**src/rtl/fifo_arb_pkg.sv**
```systemverilog
// rtl/fifo_arb_pkg.sv - shared types and widths for the FIFO write arbiter
package fifo_arb_pkg;

  // Arbiter FSM states
  typedef enum logic [1:0] {
    IDLE  = 2'd0,
    BURST = 2'd1,
    HOLD  = 2'd2
  } state_e;

  // Beat counter width; holds BURST_MAX up to 15
  localparam int BEAT_W  = 4;

  // Owner index width; covers up to 8 requesters
  localparam int OWNER_W = 3;

endpackage

```
**src/rtl/fifo_wr_arbiter_rr_pick.sv**
```systemverilog
// rtl/fifo_wr_arbiter_rr_pick.sv - combinational round-robin picker for the next owner
module rr_pick
  import fifo_arb_pkg::*;
#(
  parameter int NUM_REQ = 4
) (
  input  logic [NUM_REQ-1:0] req,
  input  logic [OWNER_W-1:0] last_owner,
  output logic [OWNER_W-1:0] pick,
  output logic               found
);

  // Search circularly starting after last_owner; the largest offset is tried first so the nearest requester wins
  always_comb begin
    pick  = '0;
    found = 1'b0;
    for (int off = NUM_REQ; off >= 1; off--) begin
      for (int i = 0; i < NUM_REQ; i++) begin
        if (req[i] && (i == ((int'(last_owner) + off) % NUM_REQ))) begin
          pick  = OWNER_W'(i);
          found = 1'b1;
        end
      end
    end
  end

endmodule

```
**src/rtl/fifo_wr_arbiter.sv**
```systemverilog
// rtl/fifo_wr_arbiter.sv - round-robin burst arbiter feeding one FIFO write port (optional FIFO_WR_ARB_ALF_THROTTLE_EN)
module fifo_wr_arbiter
  import fifo_arb_pkg::*;
#(
  parameter int NUM_REQ    = 4,
  parameter int DATA_WIDTH = 8,
  parameter int BURST_MAX  = 4
) (
  input  logic                          clk,
  input  logic                          reset,
  input  logic [NUM_REQ-1:0]            req,
  input  logic [NUM_REQ*DATA_WIDTH-1:0] req_data,
  output logic [NUM_REQ-1:0]            gnt,
  input  logic                          fifo_full,
  input  logic                          fifo_alf,
  output logic                          fifo_write,
  output logic [DATA_WIDTH-1:0]         fifo_din,
  output logic                          busy,
  output logic [2:0]                    owner
);

`ifdef FIFO_WR_ARB_ALF_THROTTLE_EN
  localparam bit ALF_THROTTLE = 1'b1;
`else
  localparam bit ALF_THROTTLE = 1'b0;
`endif

  state_e               state_q, state_d;
  logic [BEAT_W-1:0]    beat_cnt_q, beat_cnt_d;
  logic [OWNER_W-1:0]   owner_q, owner_d;
  logic [OWNER_W-1:0]   last_owner_q, last_owner_d;

  logic [OWNER_W-1:0]   pick_idx;
  logic                 pick_found;
  logic [NUM_REQ-1:0]   owner_oh;
  logic                 req_own;
  logic                 accept;
  logic [BEAT_W-1:0]    beat_next;
  logic                 burst_last;
  logic                 alf_end;

  rr_pick #(
    .NUM_REQ (NUM_REQ)
  ) u_rr_pick (
    .req        (req),
    .last_owner (last_owner_q),
    .pick       (pick_idx),
    .found      (pick_found)
  );

  // Owner-qualified request, accept strobe and end-of-burst conditions; nothing is accepted while reset is low
  always_comb begin
    owner_oh   = NUM_REQ'(1) << owner_q;
    req_own    = |(req & owner_oh);
    accept     = reset && (state_q == BURST) && req_own && !fifo_full;
    beat_next  = beat_cnt_q + BEAT_W'(1);
    burst_last = (beat_next == BEAT_W'(BURST_MAX));
    alf_end    = ALF_THROTTLE && fifo_alf;
  end

  // State register with synchronous active-low reset
  always_ff @(posedge clk) begin
    if (!reset) begin
      state_q      <= IDLE;
      beat_cnt_q   <= '0;
      owner_q      <= '0;
      last_owner_q <= OWNER_W'(NUM_REQ - 1);
    end else begin
      state_q      <= state_d;
      beat_cnt_q   <= beat_cnt_d;
      owner_q      <= owner_d;
      last_owner_q <= last_owner_d;
    end
  end

  // Next-state logic: a dropped request always ends ownership, full parks the burst in HOLD
  always_comb begin
    state_d = state_q;
    unique case (state_q)
      IDLE: begin
        if (pick_found) state_d = BURST;
      end
      BURST: begin
        if (!req_own)                      state_d = IDLE;
        else if (fifo_full)                state_d = HOLD;
        else if (burst_last || alf_end)    state_d = IDLE;
      end
      HOLD: begin
        if (!req_own)                      state_d = IDLE;
        else if (!fifo_full)               state_d = BURST;
      end
      default: state_d = IDLE;
    endcase
  end

  // Owner, beat count and rotation pointer updates
  always_comb begin
    beat_cnt_d   = beat_cnt_q;
    owner_d      = owner_q;
    last_owner_d = last_owner_q;
    if ((state_q == IDLE) && pick_found) begin
      owner_d    = pick_idx;
      beat_cnt_d = '0;
    end
    if (accept) beat_cnt_d = beat_next;
    if ((state_q != IDLE) && (state_d == IDLE)) last_owner_d = owner_q;
  end

  // Outputs: zero-latency grant and write, write data always from the owner's slice
  always_comb begin
    gnt        = accept ? owner_oh : '0;
    fifo_write = accept;
    busy       = (state_q != IDLE);
    owner      = owner_q;
    fifo_din   = '0;
    for (int i = 0; i < NUM_REQ; i++) begin
      if (owner_q == OWNER_W'(i)) fifo_din = req_data[i*DATA_WIDTH +: DATA_WIDTH];
    end
  end

endmodule
```
**config.mk**
```make
export PLATFORM = sky130hd
export DESIGN_NAME = fifo_wr_arbiter
export DESIGN_NICKNAME = d
export VERILOG_FILES = /design/src/rtl/fifo_arb_pkg.sv /design/src/rtl/fifo_wr_arbiter_rr_pick.sv /design/src/rtl/fifo_wr_arbiter.sv
export SDC_FILE = /design/constraint.sdc
export NUM_CORES = 1
export LEC_CHECK = 0
export CAP_MARGIN = 15
export CORE_MARGIN = 4
export CORE_UTILIZATION = 37
export DETAILED_ROUTE_END_ITERATION = 8
export PLACE_DENSITY = 0.81
export SLEW_MARGIN = 10
export SYNTH_ARGS = -nofsm -noshare
export SYNTH_HDL_FRONTEND = slang
export SYNTH_SLANG_ARGS = --single-unit
```
**constraint.sdc**
```tcl
create_clock -name clk -period 1.8 [get_ports clk]
set_input_delay 0.27 -clock clk [delete_from_list [all_inputs] [get_ports clk]]
set_output_delay 0.27 -clock clk [all_outputs]
set_load 0.02 [all_outputs]
```
**Word level (Yosys, flattened, before mapping)**

Cells that the tools add are included.

- Flip-flop bits (word level): 10
- Input bits: 40
- Output and inout bits: 17
- Logic and storage cells: 114

- Add/sub/neg operators: 5
- Eq/ne operators: 18
- Shift operators: 1
- Multiplexer cells: 45
- Bitwise logic cells: 5
- Reductions and logical operators: 36

Operator list:

| kind | number |
|---|---|
| $logic_not A32 Y1 | 4 |
| $mux W2 | 20 |
| $mux W8 | 4 |
| $eq A3 B3 Y1 const A | 8 |
| $logic_and A1 B1 Y1 | 21 |
| $mux W1 | 17 |
| $eq A2 B3 Y1 const A | 4 |
| $mux W4 | 3 |
| $reduce_or A2 Y1 | 4 |
| $eq A2 B2 Y1 const B | 3 |
| $pmux W2 S3 | 1 |
| $add A2 B1 Y2 const B | 2 |
| $add A2 B2 Y2 const B | 2 |
| $add A4 B1 Y4 const B | 1 |
| $and A1 B1 Y1 const A | 4 |
| $and A4 B4 Y4 | 1 |
| $eq A2 B1 Y1 const B | 2 |
| $eq A4 B3 Y1 const B | 1 |
| $logic_not A2 Y1 | 2 |
| $reduce_bool A2 Y1 | 2 |
| $reduce_or A4 Y1 | 1 |
| $shl A1 B2 Y4 const A | 1 |
| $logic_not A3 Y1 | 1 |
| $logic_not A1 Y1 | 1 |

**Depth between registers and ports, before layout**

Gate-level depths: netlist (run 1).

- Depth in word-level cells: 25
- Gate-level depth with buffers: 6
- Depth with buffers taken out: 5

**By module**

A second synthesis (run 1) with hierarchy kept.

- Cell total of the unflattened synthesis: 113
- Area total of the unflattened synthesis: 984.7 um2

Modules (own cells, without submodules):

| module | times used | cells an instance | area an instance (um2) | sequential area each (um2) |
|---|---|---|---|---|
| fifo_wr_arbiter | 1 | 97 | 892.1 | 240.2 |
| rr_pick | 1 | 16 | 92.6 | 0.0 |

**Worst setup path before layout (run 1)**

No wires, ideal clock.

- Kind: flip-flop to output port
- Start point: register owner_q[0] (netlist: owner[0])
- End point: output port gnt[1]
- Arrival time: 1.675 ns
- Data required time: 1.530 ns
- Setup slack: -0.145 ns
- Stages on the path, launching flop included: 6
- Path buffers: 2
- Cell sequence: dfxtp_1 > buf_6 > mux4_2 > nand2_4 > buf_6 > nor3b_1

- Cells in the longest elaborated chain, start to end: 6

Ends and longest elaborated chain:

| item | line | text |
|---|---|---|
| from (decl) | fifo_wr_arbiter.sv:30 | `logic [OWNER_W-1:0] owner_q, owner_d;` |
| from (signal assigned) | fifo_wr_arbiter.sv:71 | `owner_q <= owner_d;` |
| $shl A1 B2 Y4 (*) | fifo_wr_arbiter.sv:53 | `owner_oh = NUM_REQ'(1) << owner_q;` |
| $and A4 B4 Y4 | fifo_wr_arbiter.sv:54 | `req_own = \|(req & owner_oh);` |
| $reduce_or A4 Y1 | fifo_wr_arbiter.sv:54 |  |
| $logic_and A1 B1 Y1 (2 in a row) | fifo_wr_arbiter.sv:55 | `accept = reset && (state_q == BURST) && req_own && !fifo_full;` |
| $mux W4 (*) | fifo_wr_arbiter.sv:111 | `gnt = accept ? owner_oh : '0;` |
| to (decl) | fifo_wr_arbiter.sv:13 | `output logic [NUM_REQ-1:0] gnt,` |

Mark *: on every way between the ends. The rest lies on a longest branch, timed or not.

**Worst setup path after layout (run 1)**

- Start point: input port req[0]
- End point: output port gnt[1]

- Cells in the longest elaborated chain, start to end: 5

Ends and longest elaborated chain:

| item | line | text |
|---|---|---|
| from (decl) | fifo_wr_arbiter.sv:11 | `input logic [NUM_REQ-1:0] req,` |
| $and A4 B4 Y4 | fifo_wr_arbiter.sv:54 |  |
| $reduce_or A4 Y1 | fifo_wr_arbiter.sv:54 |  |
| $logic_and A1 B1 Y1 (2 in a row) | fifo_wr_arbiter.sv:55 |  |
| $mux W4 | fifo_wr_arbiter.sv:111 |  |

No other way between the ends.

==> impl_metrics.tcl, run 1 <==
set metrics [dict create \
    crit_path_max_fanout 7 \
    grt_setup_unrepaired "yes" \
    crit_type "primary input to output pin" \
    status "finished, violations left" \
    cp_slowest_cell "mux4_2" \
    place_ws_ps -408 \
    gr-usage-met1_pct 22.4 \
    postCtsSetupBuffers 0 \
    finalCriticalPeriod_ps 1850 \
    die_y_um 57.9 \
    violations "negative setup slack" \
    grt_pass1_wl_um 4790 \
    slew_viol_final 0 \
    skew_ps 6.55 \
    area_growth_pct 74.2 \
    timing.rr.end "beat_cnt_q[2]" \
    postCtsHoldBufs 0 \
    track_usage_pct 18.3 \
    clk_pin_slew_worst_paths_ps 70 \
    gr-max-usage-layer "met2" \
    setup_violations 5 \
    detailed_place_hpwl_um 2510 \
    critPathMaxStageDelay_ps 520 \
    reg2reg_slack_ps 140 \
    r2r_cells 5 \
    h-tree-depth 1 \
    wl_per_cell_um 16.2 \
    hold_viol_final 0 \
    cp-end-kind "output pin" \
    hold_start "beat_cnt_q[1]" \
    post-synth-top-area-cell "dfxtp_1" \
    syn-num-nets 136 \
    fin_crit_sh_pct 103 \
    gp_congestion 0.775 \
    vias 1086 \
    drtIter0Drc 41 \
    grt_max_degree 16 \
    initial_core_util_pct 40.0 \
    viasPerCell 5.75 \
    vdd_drop_max_v 0.000452 \
    numCtsBuffers 3 \
    finalCoreUtilization_pct 69.7 \
    ys_seq_elements 10 \
    fmax_mhz 540 \
    p_total_uw 902 \
    gr-total-overflow 0 \
    drt-pass1-iter-count 4 \
    fill_cells 171 \
    cts_root_buf "clkbuf_4" \
    pin_count 57 \
    seq_area_um2 204 \
    clkLatencyLatePin_ps 270 \
    crit_required_ps 1530 \
    nets 203 \
    drive_gt1_share_pct 32.9 \
    dieArea_mm2 0.00335 \
    drc 0 \
    antenna_found_initial 0 \
    p_per_area_mw_per_mm2 563 \
    io_buffer_count 54 \
    synth_area_leaders "dfxtp_1, mux4_2, mux4_1" \
    ys_types 42 \
    multi_input_area_um2 668 \
    yosys_warnings 0 \
    core_mm2 0.00230 \
    grt_use_met3_pct 4.01 \
    synthCells 95 \
    crit_chain "clkdlybuf4s50_1, mux4_2, nand2_4, nor3b_2, buf_4" \
    wirelength_um 3050 \
    hold_depth 2 \
    p_leak_uw 0.000674 \
    start_kind "primary input" \
    met2_usage_pct 31.1 \
    yosysTopAreaCellShare_pct 21.8 \
    seq_area_frac_synth_pct 21.8 \
    cts.sinks 10 \
    die_x_um 57.9 \
    num_antenna_cells 0 \
    cap_violations 0 \
    syn-cell-area_um2 920 \
    avgSynthCellArea_um2 9.68 \
    cts_tree "done" \
    ant_nets 0 \
    setup_slack_ps -50.8 \
    grt_pass1_vias 1022 \
    num_rows 17 \
    r2r_start "owner[0]" \
    hp-class "flop to flop" \
    arrival_ps 1580 \
    min_to "beat_cnt_q[1]" \
    clockBufferDepth 2 \
]
[through the flow]
stage | instance area (um^2) | hold slack [ps] | setup TNS [ps] | cells
2_1_floorplan | 932 | 441 | -49.2 | 95
3_3_place_gp | 1590 | 481 | -3560 | 185
3_5_place_dp | 1590 | 498 | -3760 | 185
4_1_cts | 1580 | 508 | -241 | 189
5_1_grt | 1600 | 548 | -468 | 189
6_report | 1600 | 502 | -155 | 189
[cells in the mapped netlist, drive strengths merged]
cell type	count
a31oi	1
buf	5
and4bb	1
nand4	2
o21a	1
nor3b	5
nor4b	1
a221oi	1
nand3b	1
conb	1
nor2	3
o221a	1
a311o	2
a21boi	2
o311ai	1
ha	1
and4	1
o31a	1
nor3	4
nand2	6
o31ai	2
clkbuf	3
or2	2
o32ai	1
nand3	3
a21oi	3
mux4	9
mux2	1
mux2i	1
nand2b	3
inv	7
o21ai	5
o221ai	1
and3	2
o41ai	1
dfxtp	10
[where the power goes]
group          internal [uW]  total [uW]  switching, uW
clock network            123         210           86.8
logic                    244         439            195
registers                237         253           15.7
total                    604         902            297
[flip-flops by register name, summed over array words and instances (netlist names)]
name,flops
state_q,2
owner,2
beat_cnt_q,4
last_owner_q,2
[how the worst max path moves through the flow]
stage               startpoint          to  slack (ps)  cells after the start
finish                  req[0]      gnt[1]         -50                      5
global route          owner[0]      gnt[1]         -90                      4
CTS                   owner[0]  fifo_write         -60                      4
detailed placement   fifo_full      gnt[1]        -410                      5
global placement        req[3]      gnt[3]        -400                      5
floorplan             owner[1]      gnt[0]         -50                      5
[critical path: cells and delay by family]
family | cells | cell delay, ps
buffers and inverters | 2 | 580
muxes | 1 | 520
and+or+nand+nor | 2 | 210
[cell usage in the layout, fill, tap and decap left out, types with 2 or more instances in the layout]
cell	instances
dlymetal6s2s_1	2
nor3b_1	2
buf_4	18
nor3b_2	3
o21ai_0	5
a311o_1	2
clkdlybuf4s50_1	38
a21oi_1	3
nor3_1	3
or2_2	2
nand2_1	5
clkbuf_4	3
nand3_1	3
nand4_1	2
nand2b_1	3
mux4_1	4
a21boi_0	2
and3_1	2
dfxtp_1	9
inv_1	6
o31ai_1	2
buf_2	8
buf_6	2
mux4_2	5
[per-layer routing]
layer	up-vias	share of wire (%)
li1	508	-
met1	502	43
met2	70	45
met3	6	10
met4	0	1.5
met5	-	0
[cells by family (layout without fill, tap and decap cells)]
kind of cell / count (synthesis) / count (layout) / share of synthesized area [%]
other: 1 / 1 / 0.408
multiplexers: 11 / 11 / 26.0
AO/OA/AOI/OAI: 23 / 23 / 19.0
AND/OR/NAND/NOR: 34 / 34 / 23.1
flip-flops: 10 / 10 / 21.8
adder cells (fa/ha/maj): 1 / 1 / 1.36
buffers and inverters: 15 / 81 / 8.30
[cell type report]
type | instances | area share [%]
well taps | 28 | 2.19
repair buffers | 70 | 39.5
inverters | 7 | 1.64
clock buffers | 4 | 2.27
multi-input cells | 70 | 41.7
flip-flops and latches | 10 | 12.7
[repair_timing]
| item | CTS | global route |
|---|---|---|
| pin swaps | 2 | 3 |
| resized for setup | 62 | 7 |
| setup endpoints to repair | 15 | 10 |
(Power assumes the default switching activity.)
==> inputs of run 2 (changes only) <==
==> constraint.sdc (replaced) <==
create_clock -name clk -period 1.9 [get_ports clk]
set_input_delay 0.285 -clock clk [delete_from_list [all_inputs] [get_ports clk]]
set_output_delay 0.285 -clock clk [all_outputs]
set_load 0.02 [all_outputs]
==> run 2 against run 1 <==
The run now ends clean. First-iteration DRC count fell by 2.4%. Sequential share of layout area increased by 0.25 points. Worst setup slack improved by 120 ps. Cell count is 1.1% lower. Core utilization is 2.2 points lower. Clock-buffer cell count is 1 lower. Global-route usage grew 0.95 points. Clock skew down 0.56 ps. Register-to-register slack improved by 90 ps. Hold slack improved by 14 ps. Non-clock buffer count decreased by 1. Clock power is 32% lower. Critical path type is now flop to output pin.
==> impl_metrics.tcl, run 2 (same netlist as run 1, synthesis figures left out) <==
set metrics [dict create \
    cts.sinks 10 \
    skew_ps 5.99 \
    final_common_cell "clkdlybuf4s50_1" \
    gr-total-overflow 0 \
    hold_slack_ps 515 \
    hold_viol_final 0 \
    drc 0 \
    arrival_ps 1540 \
    finalCriticalPeriod_ps 1830 \
    crit_type "flop to output pin" \
    vias 1062 \
    dp_cells 184 \
    fill_cells 195 \
    wl_per_cell_um 16.4 \
    p_per_area_mw_per_mm2 508 \
    cts_tree "done" \
    largest_reg_flops 4 \
    status "complete, no violations" \
    crit_path_max_fanout 7 \
    setup_violations 0 \
    p_leak_uw 0.000669 \
    start_kind "flop" \
    ant_nets 0 \
    io_buffer_count 54 \
    postCtsSetupBuffers 0 \
    place_ws_ps -375 \
    fin_cells 187 \
    hold_start "beat_cnt_q[1]" \
    layout_common_cells "clkdlybuf4s50_1, buf_4, buf_2, dfxtp_1, inv_1" \
    viasPerCell 5.68 \
    cp-startpoint "owner[0]" \
    regMostFlops "beat_cnt_q" \
    detailed_place_hpwl_um 2560 \
    h-tree-depth 1 \
    area_growth_pct 68.7 \
    numCtsBuffers 3 \
    drive_gt1_share_pct 30.2 \
    drtIter0Drc 40 \
    nets 202 \
    fin_crit_sh_pct 96.3 \
    r2r_start "owner[0]" \
    fmax_mhz 547 \
    drt-pass1-iter-count 4 \
    setup_slack_ps 71.2 \
    cp-end-kind "output pin" \
    track_usage_pct 19.2 \
    cap_violations 0 \
    core_mm2 0.00230 \
    antenna_found_initial 0 \
    initial_core_util_pct 40.0 \
    die_x_um 57.9 \
    vdd_drop_max_v 0.000351 \
    grt_setup_unrepaired "no" \
    clockBufferDepth 2 \
    clk_pin_slew_worst_paths_ps 60 \
    cts_root_buf "clkbuf_4" \
    clkLatencyLatePin_ps 260 \
    grt_max_degree 19 \
    gp_congestion 0.838 \
    grt_pass1_wl_um 5070 \
    dieArea_mm2 0.00335 \
    num_antenna_cells 0 \
    postCtsHoldBufs 0 \
    crit_required_ps 1620 \
    slew_viol_final 0 \
    p_total_uw 788 \
    num_rows 17 \
    pin_count 57 \
    grt_pass1_vias 1040 \
    die_y_um 57.9 \
    hp-class "flop to flop" \
    wirelength_um 3060 \
]
[run 2: area by class of cell]
class | instances | area [um^2] | area share, %
well taps | 28 | 35.0 | 2.26
repair buffers | 69 | 611 | 39.4
flip-flops and latches | 10 | 201 | 13.0
clock buffers | 3 | 22.5 | 1.45
inverters | 7 | 26.3 | 1.69
multi-input cells | 70 | 656 | 42.3
[run 2: timing repair]
item / in CTS / in global routing
gates resized for setup: 49 / 11
setup endpoints to repair: 13 / 11
gates cloned: 0 / 0
pin swaps: 1 / 1
[run 2: layer usage]
metal | vias to the layer above | wire length [um] | track usage (%)
met5 | - | 0 | 0
met3 | 2 | 375 | 7.35
met4 | 0 | 17 | 3.64
li1 | 503 | - | -
met1 | 501 | 1210 | 22.5
met2 | 56 | 1460 | 33.5
[run 2: worst paths after layout]
| check | endpoint | slack [ps] | depth (start not counted) |
|---|---|---|---|
| max | fifo_din[6] | 70 | 3 |
| min | beat_cnt_q[1] | 520 | 2 |
| max reg2reg | beat_cnt_q[2] | 230 | 5 |
| min reg2reg | beat_cnt_q[1] | 520 | 2 |
[run 2: through the flow]
| step | TNS [ps] | cell area (um^2) | util [%] |
|---|---|---|---|
| 2_1_floorplan | 0 | 930 | - |
| 3_3_place_gp | -2390 | 1570 | 68.2 |
| 3_5_place_dp | -2790 | 1570 | 68.2 |
| 4_1_cts | -2.81 | 1560 | 67.8 |
| 5_1_grt | 0 | 1550 | 67.5 |
| 6_report | 0 | 1550 | 67.5 |
[run 2: worst max-delay path: stages, from the launching register on]
cell             delay, ps
dfxtp_2                370
buf_6                  150
mux4_2                 490
clkdlybuf4s15_2        260
[run 2: report_power, final]
part / internal, uW / switching (uW)
sequential: 225 / 13.3
clock: 73.0 / 68.5
combinational: 226 / 183
